**src/rtl/reg_bank_mp_pkg.sv**
```systemverilog
// Shared constants, FSM encoding and lane-slice helpers for the multi-port register bank.
package reg_bank_mp_pkg;

  localparam int DEF_ADDR_W = 5;
  localparam int DEF_DATA_W = 32;

  typedef enum logic {
    CLEAR = 1'b0,
    READY = 1'b1
  } bank_state_t;

  // LSB of lane `lane` inside a packed bus of `laneW`-bit lanes.
  function automatic int laneLsb(input int lane, input int laneW);
    return lane * laneW;
  endfunction

endpackage

```
**src/rtl/reg_bank_read_port.sv**
```systemverilog
// One combinational read lane: zero-register handling, write bypass and busy flag.
module reg_bank_read_port
  import reg_bank_mp_pkg::*;
#(
  parameter int WIDTH_ADDR_LENGTH = DEF_ADDR_W,
  parameter int WIDTH_DATA_LENGTH = DEF_DATA_W,
  parameter int BYPASS_EN         = 1
) (
  input  logic                         active,
  input  logic [WIDTH_ADDR_LENGTH-1:0] addr,
  input  logic [WIDTH_DATA_LENGTH-1:0] regData,
  input  logic                         pendingBit,
  input  logic                         wen0,
  input  logic [WIDTH_ADDR_LENGTH-1:0] addrD0,
  input  logic [WIDTH_DATA_LENGTH-1:0] dataD0,
  input  logic                         wen1,
  input  logic [WIDTH_ADDR_LENGTH-1:0] addrD1,
  input  logic [WIDTH_DATA_LENGTH-1:0] dataD1,
  output logic [WIDTH_DATA_LENGTH-1:0] data,
  output logic                         busy
);

  logic hit0;
  logic hit1;

  always_comb begin
    hit0 = (BYPASS_EN != 0) && wen0 && (addrD0 == addr);
    hit1 = (BYPASS_EN != 0) && wen1 && (addrD1 == addr);

    data = '0;
    if (active && (addr != '0)) begin
      // Port 1 has write priority, so it also wins the forwarding path.
      if (hit1)
        data = dataD1;
      else if (hit0)
        data = dataD0;
      else
        data = regData;
    end

    busy = active && pendingBit && !(hit0 || hit1);
  end

endmodule

```
**src/rtl/reg_bank_mp.sv**
```systemverilog
// Multi-port register bank: two prioritised write ports, N read lanes, pending-write
// scoreboard and a post-reset clear sequencer that zeroes x1..xN-1 one per cycle.
module reg_bank_mp
  import reg_bank_mp_pkg::*;
#(
  parameter int WIDTH_ADDR_LENGTH = DEF_ADDR_W,
  parameter int WIDTH_DATA_LENGTH = DEF_DATA_W,
  parameter int NUM_REG_BANK      = 1 << WIDTH_ADDR_LENGTH,
  parameter int NUM_READ_PORTS    = 2,
  parameter int BYPASS_EN         = 1
) (
  input  logic                                        clk,
  input  logic                                        rst,
  input  logic                                        WEn0,
  input  logic [WIDTH_ADDR_LENGTH-1:0]                AddrD0,
  input  logic [WIDTH_DATA_LENGTH-1:0]                DataD0,
  input  logic                                        WEn1,
  input  logic [WIDTH_ADDR_LENGTH-1:0]                AddrD1,
  input  logic [WIDTH_DATA_LENGTH-1:0]                DataD1,
  input  logic                                        ResvEn,
  input  logic [WIDTH_ADDR_LENGTH-1:0]                ResvAddr,
  input  logic [NUM_READ_PORTS*WIDTH_ADDR_LENGTH-1:0] AddrR,
  output logic [NUM_READ_PORTS*WIDTH_DATA_LENGTH-1:0] DataR,
  output logic [NUM_READ_PORTS-1:0]                   BusyR,
  output logic                                        Ready
);

  localparam logic [WIDTH_ADDR_LENGTH-1:0] LAST_PTR = WIDTH_ADDR_LENGTH'(NUM_REG_BANK - 1);

  logic [WIDTH_DATA_LENGTH-1:0] regs [NUM_REG_BANK];
  logic [NUM_REG_BANK-1:0]      pending;
  logic [NUM_REG_BANK-1:0]      pendingNext;
  bank_state_t                  state;
  logic [WIDTH_ADDR_LENGTH-1:0] ptr;
  logic                         wen0;
  logic                         wen1;
  logic                         resv;

  // Every operation is masked until the clear sequence has finished.
  assign wen0 = WEn0 & Ready;
  assign wen1 = WEn1 & Ready;
  assign resv = ResvEn & Ready;

  always_comb begin
    pendingNext = pending;
    if (wen0)
      pendingNext[AddrD0] = 1'b0;
    if (wen1)
      pendingNext[AddrD1] = 1'b0;
    // A reservation issued alongside a write to the same register must survive.
    if (resv && (ResvAddr != '0))
      pendingNext[ResvAddr] = 1'b1;
    pendingNext[0] = 1'b0;
  end

  always_ff @(posedge clk) begin
    if (rst) begin
      state   <= CLEAR;
      ptr     <= WIDTH_ADDR_LENGTH'(1);
      Ready   <= 1'b0;
      pending <= '0;
    end else if (state == CLEAR) begin
      ptr <= ptr + WIDTH_ADDR_LENGTH'(1);
      if (ptr == LAST_PTR) begin
        state <= READY;
        Ready <= 1'b1;
      end
    end else begin
      pending <= pendingNext;
    end
  end

  // Storage has no reset of its own; the clear sequencer zeroes it after rst drops.
  always_ff @(posedge clk) begin
    if (!rst) begin
      if (state == CLEAR) begin
        regs[ptr] <= '0;
      end else begin
        if (wen0 && (AddrD0 != '0))
          regs[AddrD0] <= DataD0;
        if (wen1 && (AddrD1 != '0))
          regs[AddrD1] <= DataD1;
      end
    end
  end

  for (genvar i = 0; i < NUM_READ_PORTS; i++) begin : gRead
    localparam int ALSB = laneLsb(i, WIDTH_ADDR_LENGTH);
    localparam int DLSB = laneLsb(i, WIDTH_DATA_LENGTH);

    logic [WIDTH_ADDR_LENGTH-1:0] laneAddr;
    assign laneAddr = AddrR[ALSB +: WIDTH_ADDR_LENGTH];

    reg_bank_read_port #(
      .WIDTH_ADDR_LENGTH(WIDTH_ADDR_LENGTH),
      .WIDTH_DATA_LENGTH(WIDTH_DATA_LENGTH),
      .BYPASS_EN        (BYPASS_EN)
    ) uPort (
      .active    (Ready),
      .addr      (laneAddr),
      .regData   (regs[laneAddr]),
      .pendingBit(pending[laneAddr]),
      .wen0      (wen0),
      .addrD0    (AddrD0),
      .dataD0    (DataD0),
      .wen1      (wen1),
      .addrD1    (AddrD1),
      .dataD1    (DataD1),
      .data      (DataR[DLSB +: WIDTH_DATA_LENGTH]),
      .busy      (BusyR[i])
    );
  end

endmodule

```
**config.mk**
```make
export PLATFORM = sky130hd
export DESIGN_NAME = reg_bank_mp
export DESIGN_NICKNAME = d
export VERILOG_FILES = /design/src/rtl/reg_bank_mp_pkg.sv /design/src/rtl/reg_bank_read_port.sv /design/src/rtl/reg_bank_mp.sv
export SDC_FILE = /design/constraint.sdc
export NUM_CORES = 2
export LEC_CHECK = 0
export CAP_MARGIN = 15
export CELL_PAD_IN_SITES_DETAIL_PLACEMENT = 1
export CELL_PAD_IN_SITES_GLOBAL_PLACEMENT = 1
export CORE_MARGIN = 2
export CORE_UTILIZATION = 58
export CTS_BUF_LIST = sky130_fd_sc_hd__clkbuf_2 sky130_fd_sc_hd__clkbuf_4 sky130_fd_sc_hd__clkbuf_8
export CTS_CLUSTER_SIZE = 16
export DETAILED_ROUTE_END_ITERATION = 6
export PLACE_DENSITY_LB_ADDON = 0.25
export SYNTH_ARGS = -nofsm -noshare
export SYNTH_HDL_FRONTEND = slang
export SYNTH_SLANG_ARGS = --single-unit
```
**constraint.sdc**
```tcl
create_clock -name clk -period 9.3 [get_ports clk]
set_input_delay 1.86 -clock clk [delete_from_list [all_inputs] [get_ports clk]]
set_output_delay 1.86 -clock clk [all_outputs]
set_load 0.05 [all_outputs]
```
==> run metrics <==
status=finished with violations; failing checks=design-rule violations; post-synthesis async set-or-reset flop share=0; pwr dens=about 150 mW/mm²; clk slew on worst S/H paths=0.06 ns; most frequent cells in the layout=1,135 x nand2_1, 1,024 x edfxtp_1, 993 x o21ai_0, 650 x mux4_2, 190 x clkbuf_8; Synth Cell Area=0.0614 mm²; largest family of logic cells by synthesized area=multiplexers; clock sink count=1,062; leading cell type in the layout, fill and taps excluded=nand2_1; Port Buf Inserts=160; Post-CTS Setup Bufs=0; #FFs+latches synth=1,062; Final TNS setup=0 ns; Worst path max stage delay=about 1.1 ns; Iter 0 DRT Violations=8,355; Post-synth EDFFs=1,024; Routed WL=243,000 µm; wire per inst=38.1 µm; Synth Area in Compound Gates=0.107; largest net degree at the start of global routing=99; Post-Syn Nets=5,085; CTS resizes=0; Hold Buf Count CTS=0; placed cell count=6,033; Pins Over Slew Limit=0; XOR/XNOR share of the synthesized area=0.00328; Post-Synth Simple-Gate Area=0.0890; leak pwr=19.1 nW; FMAX=125 MHz; Critical Path RT=7.44 ns; Overall Power=between 10 and 15 mW; biggest area consumer among synthesized cells=edfxtp_1; Primary FF master, synth=edfxtp_1; crit path time final=8.01 ns; Die Footprint=0.108 mm²; worst path cell trace=clkdlybuf4s50_1, xor2_1, nor4_1, and3_1, o311a_2, a222oi_1, nand2_1, clkdlybuf4s50_1; DP Wirelength=between 100,000 and 150,000 µm; FP Rows=119; clock root cell=clkbuf_8; global route overflow=0; DRT Pass-1 Iters=7; final hold slack=0.525 ns; RSZ-0062 raised after global routing=no; drc violations=2; WHS Path Cells=2; CTS tree=yes; vias in the first global route=51,300; Final Hold Fails=0; gr usage total=0.451; Crit. End Element=primary output; Tcrit/Tclk final=0.862; Num CTS Buffers=183; DIE HEIGHT=329 µm; fillcell total=10,200; io pins=161; post-synth cell types=53; crit-path most repeated cell=clkdlybuf4s50_1; worst-path maximum fanout=31; Seq/Total Area, Yosys=0.513; Vias=around 50,000; fin nets=4,923; Area growth syn-to-layout=9.83%; WP data arrival=6.15 ns; clk_lat worst skew=0.93 ns; Die Wd=329 µm; Worst slew margin=0.120; Final ANT Viol Nets=0; Least-Margin Pin Slew=1.32 ns; Synth top area share=0.501; CP startpoint kind=input port; Starting Density=0.584; Post-Layout Cell Count=about 6,400; Longest Clk Path Bufs=3; Peak VDD IR=0.128 mV; global-route wire length before repair=348,000 µm; most area-consuming cells after synthesis=edfxtp_1 50%, mux4_2 24%, o21ai_0 8.1%; syn avg cell area=around 12 µm²; critical path's slowest cell=o311a_2; Clock Skew=0.0347 ns; Worst Setup Path Type=in2out; Setup Viol. Count Final=0; max cap viols=0; H-tree depth=4; core area=0.105 mm²; Synth Warn #=0; share of layout cells above drive strength 1=0.233; vias per cell=a little under 8; Syn Inst Count=4,989; Hold Path Class=reg2reg; initial antenna violation count=8; Synth Area in Adders=0.000408; R2R depth=8; Routability Congestion=approximately 0.85; portion of netlist area occupied by mux cells=0.241
state kept, by name, indices dropped and copies added (netlist names):
name     cells
Ready        1
pending     31
ptr          5
regs      1024
state        1
cells by family after synthesis:
kind of cell             count (synthesis)
flip-flops                            1062
buffers and inverters                  678
adder cells (fa/ha/maj)                  2
XOR/XNOR                                23
AND/OR/NAND/NOR                       1350
multiplexers                           666
AO/OA/AOI/OAI                         1208
power breakdown:
part | leakage (nW) | switching [mW] | internal [mW]
clock | 1.88 | 2.07 | 2.23
sequential | 8.20 | 0.0280 | 5.22
combinational | 9.05 | 0.470 | 0.317
total | 19.1 | 2.56 | 7.77
metrics by stage:
stage / instance area [µm²] / setup WS [ns] / util
after floorplan: 61400 / 2.97 / -
after global placement: 63800 / 1.33 / 0.607
after detailed placement: 63900 / 1.52 / 0.608
after CTS: 67400 / 1.51 / 0.641
after global routing: 67400 / 1.31 / 0.641
final: 67400 / 1.29 / 0.642
per-layer routing:
| layer | vias up | routed length, µm | global-route usage | part of all wire |
|---|---|---|---|---|
| met5 | - | 38 | 0 | 0.00016 |
| met4 | 6 | 19700 | 0.308 | 0.081 |
| met3 | 1425 | 37200 | 0.143 | 0.15 |
| met2 | 4771 | 110000 | 0.690 | 0.45 |
| met1 | 24700 | 75600 | 0.551 | 0.31 |
| li1 | 18800 | - | - | - |
critical path, delay by kind of cell:
kind,cells,cell delay [ns]
and+or+nand+nor,3,0.94
xor gates and xnor gates,1,0.26
buffers and inverters,2,1.66
AOI/OAI and AO/OA,2,1.40
cells in the mapped netlist (all sizes together) (2+ instances only):
| cell | count |
|---|---|
| clkbuf | 489 |
| a31oi | 4 |
| nor2b | 5 |
| o21ai | 999 |
| a22oi | 93 |
| o311a | 2 |
| o31ai | 2 |
| nand3 | 12 |
| mux2i | 11 |
| nor4b | 2 |
| o21a | 2 |
| or2 | 2 |
| nor3b | 5 |
| nand2 | 1135 |
| xor2 | 13 |
| or3b | 6 |
| nor2 | 102 |
| ha | 2 |
| nor3 | 5 |
| a41oi | 4 |
| nand3b | 12 |
| xnor2 | 10 |
| and4 | 2 |
| nand2b | 37 |
| o311ai | 2 |
| nor4 | 7 |
| mux2 | 5 |
| edfxtp | 1024 |
| dfxtp | 38 |
| a222oi | 31 |
| or3 | 7 |
| a21oi | 4 |
| o22ai | 62 |
| and3 | 5 |
| nand4 | 3 |
| inv | 38 |
| mux4 | 650 |
| buf | 151 |
area by class of cell:
class / instances / area [µm²] / area share
clock inverter: 80 / 438 / 0.00649
antenna: 4 / 10.0 / 0.000148
sequential: 1062 / 31500 / 0.467
clock buffer: 254 / 3100 / 0.0459
inverter: 38 / 143 / 0.00212
tap: 1391 / 1740 / 0.0258
multi-input combinational: 3249 / 27700 / 0.411
timing repair buffer: 293 / 2790 / 0.0413
final timing paths:
path	start	endpoint	slack [ns]
max	AddrR[8]	DataR[34]	1.29
min	pending[6]	pending[6]	0.53
max reg2reg	Ready	regs[15][5]	4.43
min reg2reg	pending[6]	pending[6]	0.53
(Power assumes the default switching activity.)
